===== src/rtl/bit_timer_pkg.sv =====
// Shared types and helpers for the serial-frame bit timer.
package bit_timer_pkg;

  typedef enum logic [1:0] {
    IDLE,
    RUN,
    DONE_WAIT
  } timer_state_t;

  // Smallest usable bit period; guarantees strobes are never adjacent.
  localparam int unsigned MIN_PERIOD = 2;

  function automatic int unsigned frame_bits(input int unsigned data_size,
                                             input logic        parity_en,
                                             input logic        two_stop);
    return data_size + (parity_en ? 1 : 0) + (two_stop ? 2 : 1);
  endfunction

endpackage


===== src/rtl/bit_timer_if.sv =====
// Control/status bundle between the start-bit detector, bit timer and RX shifter.
interface bit_timer_if #(
  parameter int unsigned CNT_W  = 14,
  parameter int unsigned SIZE_W = 4
);

  logic              enable_timer;
  logic [CNT_W-1:0]  bit_period;
  logic [SIZE_W-1:0] data_size;
  logic              parity_en;
  logic              two_stop;
  logic              shift_strobe;
  logic              packet_done;
  logic              busy;
  logic [SIZE_W:0]   bit_idx;

  modport master (
    output enable_timer, bit_period, data_size, parity_en, two_stop,
    input  shift_strobe, packet_done, busy, bit_idx
  );

  modport slave (
    input  enable_timer, bit_period, data_size, parity_en, two_stop,
    output shift_strobe, packet_done, busy, bit_idx
  );

endinterface


===== src/rtl/bit_timer_cnt.sv =====
// Cycle counter for the bit timer: clear restarts at 1, hit flags cnt == cmp_val.
module bit_timer_cnt #(
  parameter int unsigned W = 15
) (
  input  logic         clk,
  input  logic         rst,
  input  logic         clr,
  input  logic         en,
  input  logic [W-1:0] cmp_val,
  output logic         hit
);

  logic [W-1:0] cnt;

  // Count value 1 is the first cycle of a bit, so clear loads 1 rather than 0.
  always_ff @(posedge clk) begin
    if (rst)
      cnt <= '0;
    else if (clr)
      cnt <= W'(1);
    else if (en)
      cnt <= cnt + W'(1);
  end

  assign hit = (cnt == cmp_val);

endmodule


===== src/rtl/bit_timer.sv =====
// Serial-frame bit timer: one shift_strobe per frame bit after a start trigger.
// Optional BIT_TIMER_MIDSAMPLE_EN: first reload is 1.5 periods (mid-bit sampling).
module bit_timer
  import bit_timer_pkg::*;
#(
  parameter int unsigned CNT_W  = 14,
  parameter int unsigned SIZE_W = 4
) (
  input  logic         clk,
  input  logic         rst,
  bit_timer_if.slave   bus
);

  localparam int unsigned CW = CNT_W + 1;
  localparam int unsigned IW = SIZE_W + 1;

  timer_state_t state_q, state_d;

  logic [CW-1:0] p_in, r1_in;
  logic [CW-1:0] p_q, reload_q, reload_d;
  logic [IW-1:0] n_in, n_q;
  logic [IW-1:0] idx_q, idx_d;
  logic          strobe_q, strobe_d;
  logic          done_q, done_d;
  logic          load, cnt_clr, cnt_en, cnt_hit;

  always_comb begin
    p_in = {1'b0, bus.bit_period};
    if (p_in < CW'(MIN_PERIOD))
      p_in = CW'(MIN_PERIOD);
  end

`ifdef BIT_TIMER_MIDSAMPLE_EN
  assign r1_in = p_in + (p_in >> 1);
`else
  assign r1_in = p_in;
`endif

  assign n_in = IW'(frame_bits(32'(bus.data_size), bus.parity_en, bus.two_stop));

  bit_timer_cnt #(.W(CW)) u_cnt (
    .clk     (clk),
    .rst     (rst),
    .clr     (cnt_clr),
    .en      (cnt_en),
    .cmp_val (reload_q),
    .hit     (cnt_hit)
  );

  always_ff @(posedge clk) begin
    if (rst)
      state_q <= IDLE;
    else
      state_q <= state_d;
  end

  // Abort is tested before the compare so a dropped enable suppresses a due strobe.
  always_comb begin
    state_d  = state_q;
    idx_d    = idx_q;
    reload_d = reload_q;
    strobe_d = 1'b0;
    done_d   = 1'b0;
    load     = 1'b0;
    cnt_clr  = 1'b0;
    cnt_en   = 1'b0;
    unique case (state_q)
      IDLE: begin
        idx_d = '0;
        if (bus.enable_timer) begin
          state_d  = RUN;
          load     = 1'b1;
          cnt_clr  = 1'b1;
          reload_d = r1_in;
        end
      end
      RUN: begin
        if (!bus.enable_timer) begin
          state_d = IDLE;
          idx_d   = '0;
        end else if (cnt_hit) begin
          strobe_d = 1'b1;
          cnt_clr  = 1'b1;
          reload_d = p_q;
          idx_d    = idx_q + IW'(1);
          if (idx_d == n_q) begin
            done_d  = 1'b1;
            state_d = DONE_WAIT;
          end
        end else begin
          cnt_en = 1'b1;
        end
      end
      DONE_WAIT: begin
        if (!bus.enable_timer) begin
          state_d = IDLE;
          idx_d   = '0;
        end
      end
      default: begin
        state_d = IDLE;
        idx_d   = '0;
      end
    endcase
  end

  always_ff @(posedge clk) begin
    if (rst) begin
      p_q      <= '0;
      n_q      <= '0;
      reload_q <= '0;
      idx_q    <= '0;
      strobe_q <= 1'b0;
      done_q   <= 1'b0;
    end else begin
      if (load) begin
        p_q <= p_in;
        n_q <= n_in;
      end
      reload_q <= reload_d;
      idx_q    <= idx_d;
      strobe_q <= strobe_d;
      done_q   <= done_d;
    end
  end

  assign bus.shift_strobe = strobe_q;
  assign bus.packet_done  = done_q;
  assign bus.busy         = (state_q == RUN);
  assign bus.bit_idx      = idx_q;

endmodule


===== src/flat_wrapper.sv =====
// flat-port wrapper written by rule: the top's interface ports become plain ports
module bit_timer_flat import bit_timer_pkg::*;
#(
  parameter int unsigned CNT_W  = 14,
  parameter int unsigned SIZE_W = 4
)
  (clk, rst, bus_enable_timer, bus_bit_period, bus_data_size, bus_parity_en, bus_two_stop, bus_shift_strobe, bus_packet_done, bus_busy, bus_bit_idx);
  bit_timer_if #(.CNT_W(CNT_W), .SIZE_W(SIZE_W)) bus_i ();
  input  logic clk;
  input  logic rst;
  input wire logic [$bits(bus_i.enable_timer)-1:0] bus_enable_timer;
  input wire logic [$bits(bus_i.bit_period)-1:0] bus_bit_period;
  input wire logic [$bits(bus_i.data_size)-1:0] bus_data_size;
  input wire logic [$bits(bus_i.parity_en)-1:0] bus_parity_en;
  input wire logic [$bits(bus_i.two_stop)-1:0] bus_two_stop;
  output wire logic [$bits(bus_i.shift_strobe)-1:0] bus_shift_strobe;
  output wire logic [$bits(bus_i.packet_done)-1:0] bus_packet_done;
  output wire logic [$bits(bus_i.busy)-1:0] bus_busy;
  output wire logic [$bits(bus_i.bit_idx)-1:0] bus_bit_idx;
  assign bus_i.enable_timer = bus_enable_timer;
  assign bus_i.bit_period = bus_bit_period;
  assign bus_i.data_size = bus_data_size;
  assign bus_i.parity_en = bus_parity_en;
  assign bus_i.two_stop = bus_two_stop;
  assign bus_shift_strobe = bus_i.shift_strobe;
  assign bus_packet_done = bus_i.packet_done;
  assign bus_busy = bus_i.busy;
  assign bus_bit_idx = bus_i.bit_idx;
  bit_timer #(.CNT_W(CNT_W), .SIZE_W(SIZE_W)) u_core (.clk(clk), .rst(rst), .bus(bus_i));
endmodule

===== config.mk =====
export PLATFORM = sky130hd
export DESIGN_NAME = bit_timer_flat
export DESIGN_NICKNAME = d
export VERILOG_FILES = /design/src/rtl/bit_timer_pkg.sv /design/src/rtl/bit_timer_if.sv /design/src/rtl/bit_timer_cnt.sv /design/src/rtl/bit_timer.sv /design/src/flat_wrapper.sv
export SDC_FILE = /design/constraint.sdc
export NUM_CORES = 1
export LEC_CHECK = 0
export ABC_AREA = 1
export CAP_MARGIN = 30
export CORE_ASPECT_RATIO = 1.1
export CORE_UTILIZATION = 45
export CTS_BUF_LIST = sky130_fd_sc_hd__clkbuf_16
export CTS_CLUSTER_DIAMETER = 200
export DETAILED_ROUTE_END_ITERATION = 16
export HOLD_SLACK_MARGIN = 0.02
export PLACE_DENSITY = 0.65
export SLEW_MARGIN = 40
export SYNTH_ARGS = -nofsm -noshare
export SYNTH_HDL_FRONTEND = slang
export SYNTH_SLANG_ARGS = --single-unit

===== constraint.sdc =====
create_clock -name clk -period 1.7 [get_ports clk]
set_input_delay 0.255 -clock clk [delete_from_list [all_inputs] [get_ports clk]]
set_output_delay 0.255 -clock clk [all_outputs]
set_load 0.02 [all_outputs]

---- Yosys cells after proc, flatten, opt, wreduce, memory -nomap -nowiden ----
Index checks and enable logic that the tools add are counted.
Widths: inputs -> output; s select.
word-level totals
  word-level logic and storage cells ...... 64
  input bits .............................. 23
  flip-flop bits (word level) ............. 59
  RAM bits ................................ 0
  memories kept ........................... 0
  latch bits .............................. 0
  bits in read-only memories .............. 0
cells by class
  $mul .................................... 0
  div/mod/pow operators ................... 0
  bitwise logic cells ..................... 3
  equality and inequality tests ........... 10
  shift operators ......................... 0
  reduce and logical (&&, ||, !) cells .... 9
  muxes and demuxes ....................... 28
  $lt $le $gt $ge ......................... 1
  add/sub/neg operators ................... 4
operators by type and width
  operator               count
  $mux 15                3
  $pmux 15 s2            1
  $add 15x1->15 const B  1
  $eq 15x15->1           1
  $mux 5                 3
  $lt 14x2->1 const B    1
  $mux 14                1
  $mux 2                 6
  $mux 1                 11
  $pmux 5 s2             1
  $reduce_and 4->1       2
  $ne 2x2->1 const B     3
  $ne 3x2->1 const B     2
  $pmux 2 s3             1
  $add 4x5->5            1
  $add 5x1->5 const B    1
  $add 5x5->5            1
  $eq 5x5->1             1
  $reduce_bool 2->1      2
  $reduce_or 2->1        2
  $reduce_or 4->1        1
  $not 1->1              3
  $eq 2x1->1 const B     1
  $eq 2x2->1 const B     1
  other kinds (4)        4

---- Depth between registers and ports, before layout ----
  depth after elaboration ................. 6
  gate-level depth with buffers ........... 13

---- Hierarchy ----
From an unflattened synthesis, not the netlist that was laid out.
second synthesis, totals
  cells, all modules ...................... 410
  area total of the unflattened synthesis .. 2930.3 µm²
modules (own cells, without submodules)
  module         times used  cells an instance  area an instance (µm²)
  bit_timer      1           264                1954.4
  bit_timer_cnt  1           146                975.9

---- Least setup slack after synthesis ----
OpenSTA, ideal clock, no wires.
  path type ............................... reg2reg
  from .................................... register u_core.idx_q[0] (netlist: u_core.bus.bit_idx[0])
  to ...................................... register u_core.state_q[0]
  required time ........................... 1591 ps
  stages on the path, launching flop included .. 11
  path buffers ............................ 0
  library setup time ...................... 109 ps
  period minus slack after synthesis ...... 1603 ps
  slack ................................... 97 ps
  arrival ................................. 1494 ps
  cells stage by stage .................... dfxtp_1 -> ha_1 -> nand3_1 -> xor2_1 -> nand2_1 -> nand2_1 -> nand4_1 -> nand2_1 -> nand3_1 -> nand2_1 -> inv_1
between the ends
  cells in the longest elaborated chain, start to end .. 4
ends and longest elaborated chain
  item                        line              source
  from (decl)                 bit_timer.sv:22   logic [IW-1:0] idx_q, idx_d;
  from (signal assigned)      bit_timer.sv:121  idx_q <= idx_d;
  $add 5x1->5                 bit_timer.sv:85   idx_d = idx_q + IW'(1);
  $eq 5x5->1                  bit_timer.sv:86   if (idx_d == n_q) begin
  $ne 3x2->1 (no line)        --
  $reduce_and 4->1 (no line)  --
  to (signal assigned)        bit_timer.sv:54   state_q <= state_d;
  to (decl)                   bit_timer.sv:17   timer_state_t state_q, state_d;
Every way passes these cells.
A chain may end at the register's enable or synchronous reset.

---- Final worst setup path ----
  from .................................... register u_core.idx_q[3] (netlist: u_core.bus.bit_idx[3])
  to ...................................... output bus_bit_idx[3]
RTL lines
  item       line                source
  to (decl)  flat_wrapper.sv:19  output wire logic [$bits(bus_i.bit_idx)-1:0] bus_bit_idx;
No word-level cell between the ends.

==> results.toml <==
[run_status]
status = "finished, final reports clean"

[global_route]
antenna_found_initial = 0
grt_max_degree = 24
grt_pass1_vias = 3117
overflow = 0
grt.total_usage_pct = 22.9
grt_pass1_wl_um = 13900

[hold_path]
holdCritPathClass = "reg2reg"
min_from = "u_core.p_q[10]"
worst_hold_path.endpoint = "u_core.p_q[10]"
hold_path_depth = 2

[clocking]
h-tree-depth = 3
cts_buffer_depth = 2
clk_latency_ns = 0.33
cts_sinks = 57
cts.clk_slew.worst_paths_ns = 0.05
cts_inserted_buffers = 9
cts_root_buffer = "clkbuf_16"
cts_tree = "built"
hold_buffers = 0

[sta]
setup_ws_ns = 0.0696
fin_crit_ns = 1.63
finClkSkew_ns = 0.00781
whs_ns = 0.461
tightestPinTransition_ns = 0.475
slew_headroom_pct = 68.3
max_clock_freq_mhz = 613
drv_slew = 0
final_hold_viol_count = 0
rsz0062_at_grt = "true"
finalSetupViolCount = 0
min_period_over_period_pct = 95.9

[route]
wirelength_um = 8330
vias_per_cell = 5.13
ant_nets = 0
drc = 0
wire_per_inst_um = 13.1
vias = 3262
dr.pass1.iters = 4
dr.first_iter.drc_count = 138

[setup_path]
crit_path_start_kind = "flip-flop"
rr_endpoint = "u_core.reload_q[9]"
cpPeakStageDelay_ns = 0.64
rr_worst_depth = 11
crit_start = "u_core.bus.bit_idx[3]"
cp_num_buf_inv = 1
crit_slowest_cell = "clkdlybuf4s50_1"
r2r_slack_ns = 0.11
arrival_ns = 1.38
worstPathCellList = "clkdlybuf4s50_1"
cp_top_family = "buffers and inverters"
worstSetupPathType = "reg2out"
cp-end-kind = "output pin"
worstPathRequired_ns = 1.44
crit_fanout = 5
r2r_start = "u_core.reload_q[11]"

[synth]
synth_seq_cells = 57
syn_area_sq_mm = 0.00325
synth_cell_types = 25
syn_inst = 484
seq_area_frac_synth_pct = 35.1
syn-num-nets = 512
avgSynthCellArea_sq_um = 6.71
yosys_warnings = 0

[pwr]
finalPower_w = 0.00410
leakage_nw = 1.81
ir_drop_mv = 0.582
p_per_area_mw_per_mm2 = 953

[floorplanning]
num_rows = 32
dieWidth_um = 83.0
die_h_um = 91.1
start_util_pct = 46.4
ios = 31
die_area_sq_mm = 0.00756
fp.coreArea_sq_mm = 0.00701

[placed_design]
gp_congestion = 0.836
dpl.hpwl_um = 5960
dpl_cell_area_sq_mm = 0.00383
io_buffer_count = 30
dp_slack_ns = -0.360

[finish]
fin_nets = 574
drive_above_1_share_pct = 16.3
antenna_cells = 0
design_area_sq_mm = 0.00430
syn_to_final_growth_pct = 32.5

[flow_run]
cap_violations = 0
repair_timing:
| item | in CTS | in global routing |
|---|---|---|
| hold endpoints to repair | 0 | 0 |
| pin swaps | 0 | 15 |
| gates resized for setup | 2 | 35 |
| endpoints found under the setup margin | 3 | 40 |
| gates cloned | 0 | 2 |
| setup buffers | 0 | 2 |
layout make-up:
cell class,count,area (sq um)
clock buffer,9,225
inverter,58,218
fill,650,2700
tap,85,106
sequential,57,1150
clock inverter,7,85.1
timing repair buffer,70,657
multi-input combinational,350,1860
tightest hold or removal path: cells and delay by family, from the launching register on:
kind / cells / cell delay, ns
buffers and inverters: 1 / 0.06
DFF: 1 / 0.30
AOI/OAI and AO/OA: 1 / 0.06
logic make-up after synthesis:
group,after synthesis,synth area share (%)
xor gates and xnor gates,24,6.47
and+or+nand+nor,228,31.0
AOI/OAI and AO/OA,92,14.4
adders and majority gates,5,2.39
DFF,57,35.1
buffers and inverters,78,10.6
flip-flops by register name, summed over array words and instances (netlist names):
register / count
u_core.p_q: 14
u_core.reload_q: 14
u_core.u_cnt.cnt: 15
u_core.bus.packet_done: 1
u_core.n_q: 5
u_core.bus.shift_strobe: 1
u_core.state_q: 2
u_core.bus.bit_idx: 5
report_power, final:
part / internal, W / total, W / switching [W] / leakage (nW)
sequential: 0.00142 / 0.00147 / 0.0000507 / 0.471
clock: 0.00126 / 0.00189 / 0.000628 / 0.150
combinational: 0.000310 / 0.000740 / 0.000430 / 1.19
metrics by stage:
step / cells / utilization [%] / setup TNS (ns)
final: 636 / 61.4 / 0
after detailed placement: 616 / 54.7 / -1.66
after global placement: 616 / 54.7 / -1.17
after global routing: 636 / 61.4 / -0.0222
after floorplan: 484 / - / 0
after CTS: 632 / 59.1 / 0
layer usage:
metal | part of all wire (%) | routed length, um | GRT usage (%) | up-vias
li1 | - | - | - | 1693
met1 | 46 | 3800 | 27.4 | 1493
met2 | 49 | 4060 | 39.1 | 58
met3 | 3.2 | 264 | 4.55 | 18
met4 | 2.4 | 203 | 11.5 | 0
met5 | 0 | 0 | 0 | -
cells in the mapped netlist (all sizes together):
master / instances / area share [%]
nand2: 121 / 15
inv: 58 / 6.7
dfxtp: 57 / 35
a21oi: 52 / 8.0
nand3: 47 / 7.2
nor2: 42 / 5.2
o21ai: 36 / 5.5
xor2: 14 / 3.8
buf: 13 / 3.0
xnor2: 10 / 2.7
nand4: 9 / 1.7
nor3: 9 / 1.4
clkbuf: 7 / 0.81
a211oi: 3 / 0.69
ha: 3 / 1.2
fa: 2 / 1.2
a31oi: 1 / 0.19
cells in the final DEF, fill, tap and decap left out, types with 10 or more instances in the layout:
cell / n
clkdlybuf4s50_1: 26
dfxtp_1: 48
nand3_1: 44
clkbuf_16: 10
xor2_1: 13
buf_4: 36
nor2_1: 37
nand2_1: 115
o21ai_0: 32
inv_1: 53
xnor2_1: 10
a21oi_1: 49
worst max-delay path by stage:
stage | endpoint | cells past startpoint
after detailed placement | u_core.n_q[4] | 6
final | bus_bit_idx[3] | 1
after floorplan | u_core.state_q[0] | 10
after global routing | u_core.reload_q[9] | 11
after global placement | u_core.n_q[4] | 6
after CTS | bus_bit_idx[2] | 1
Power figures use the tool's default switching activity.
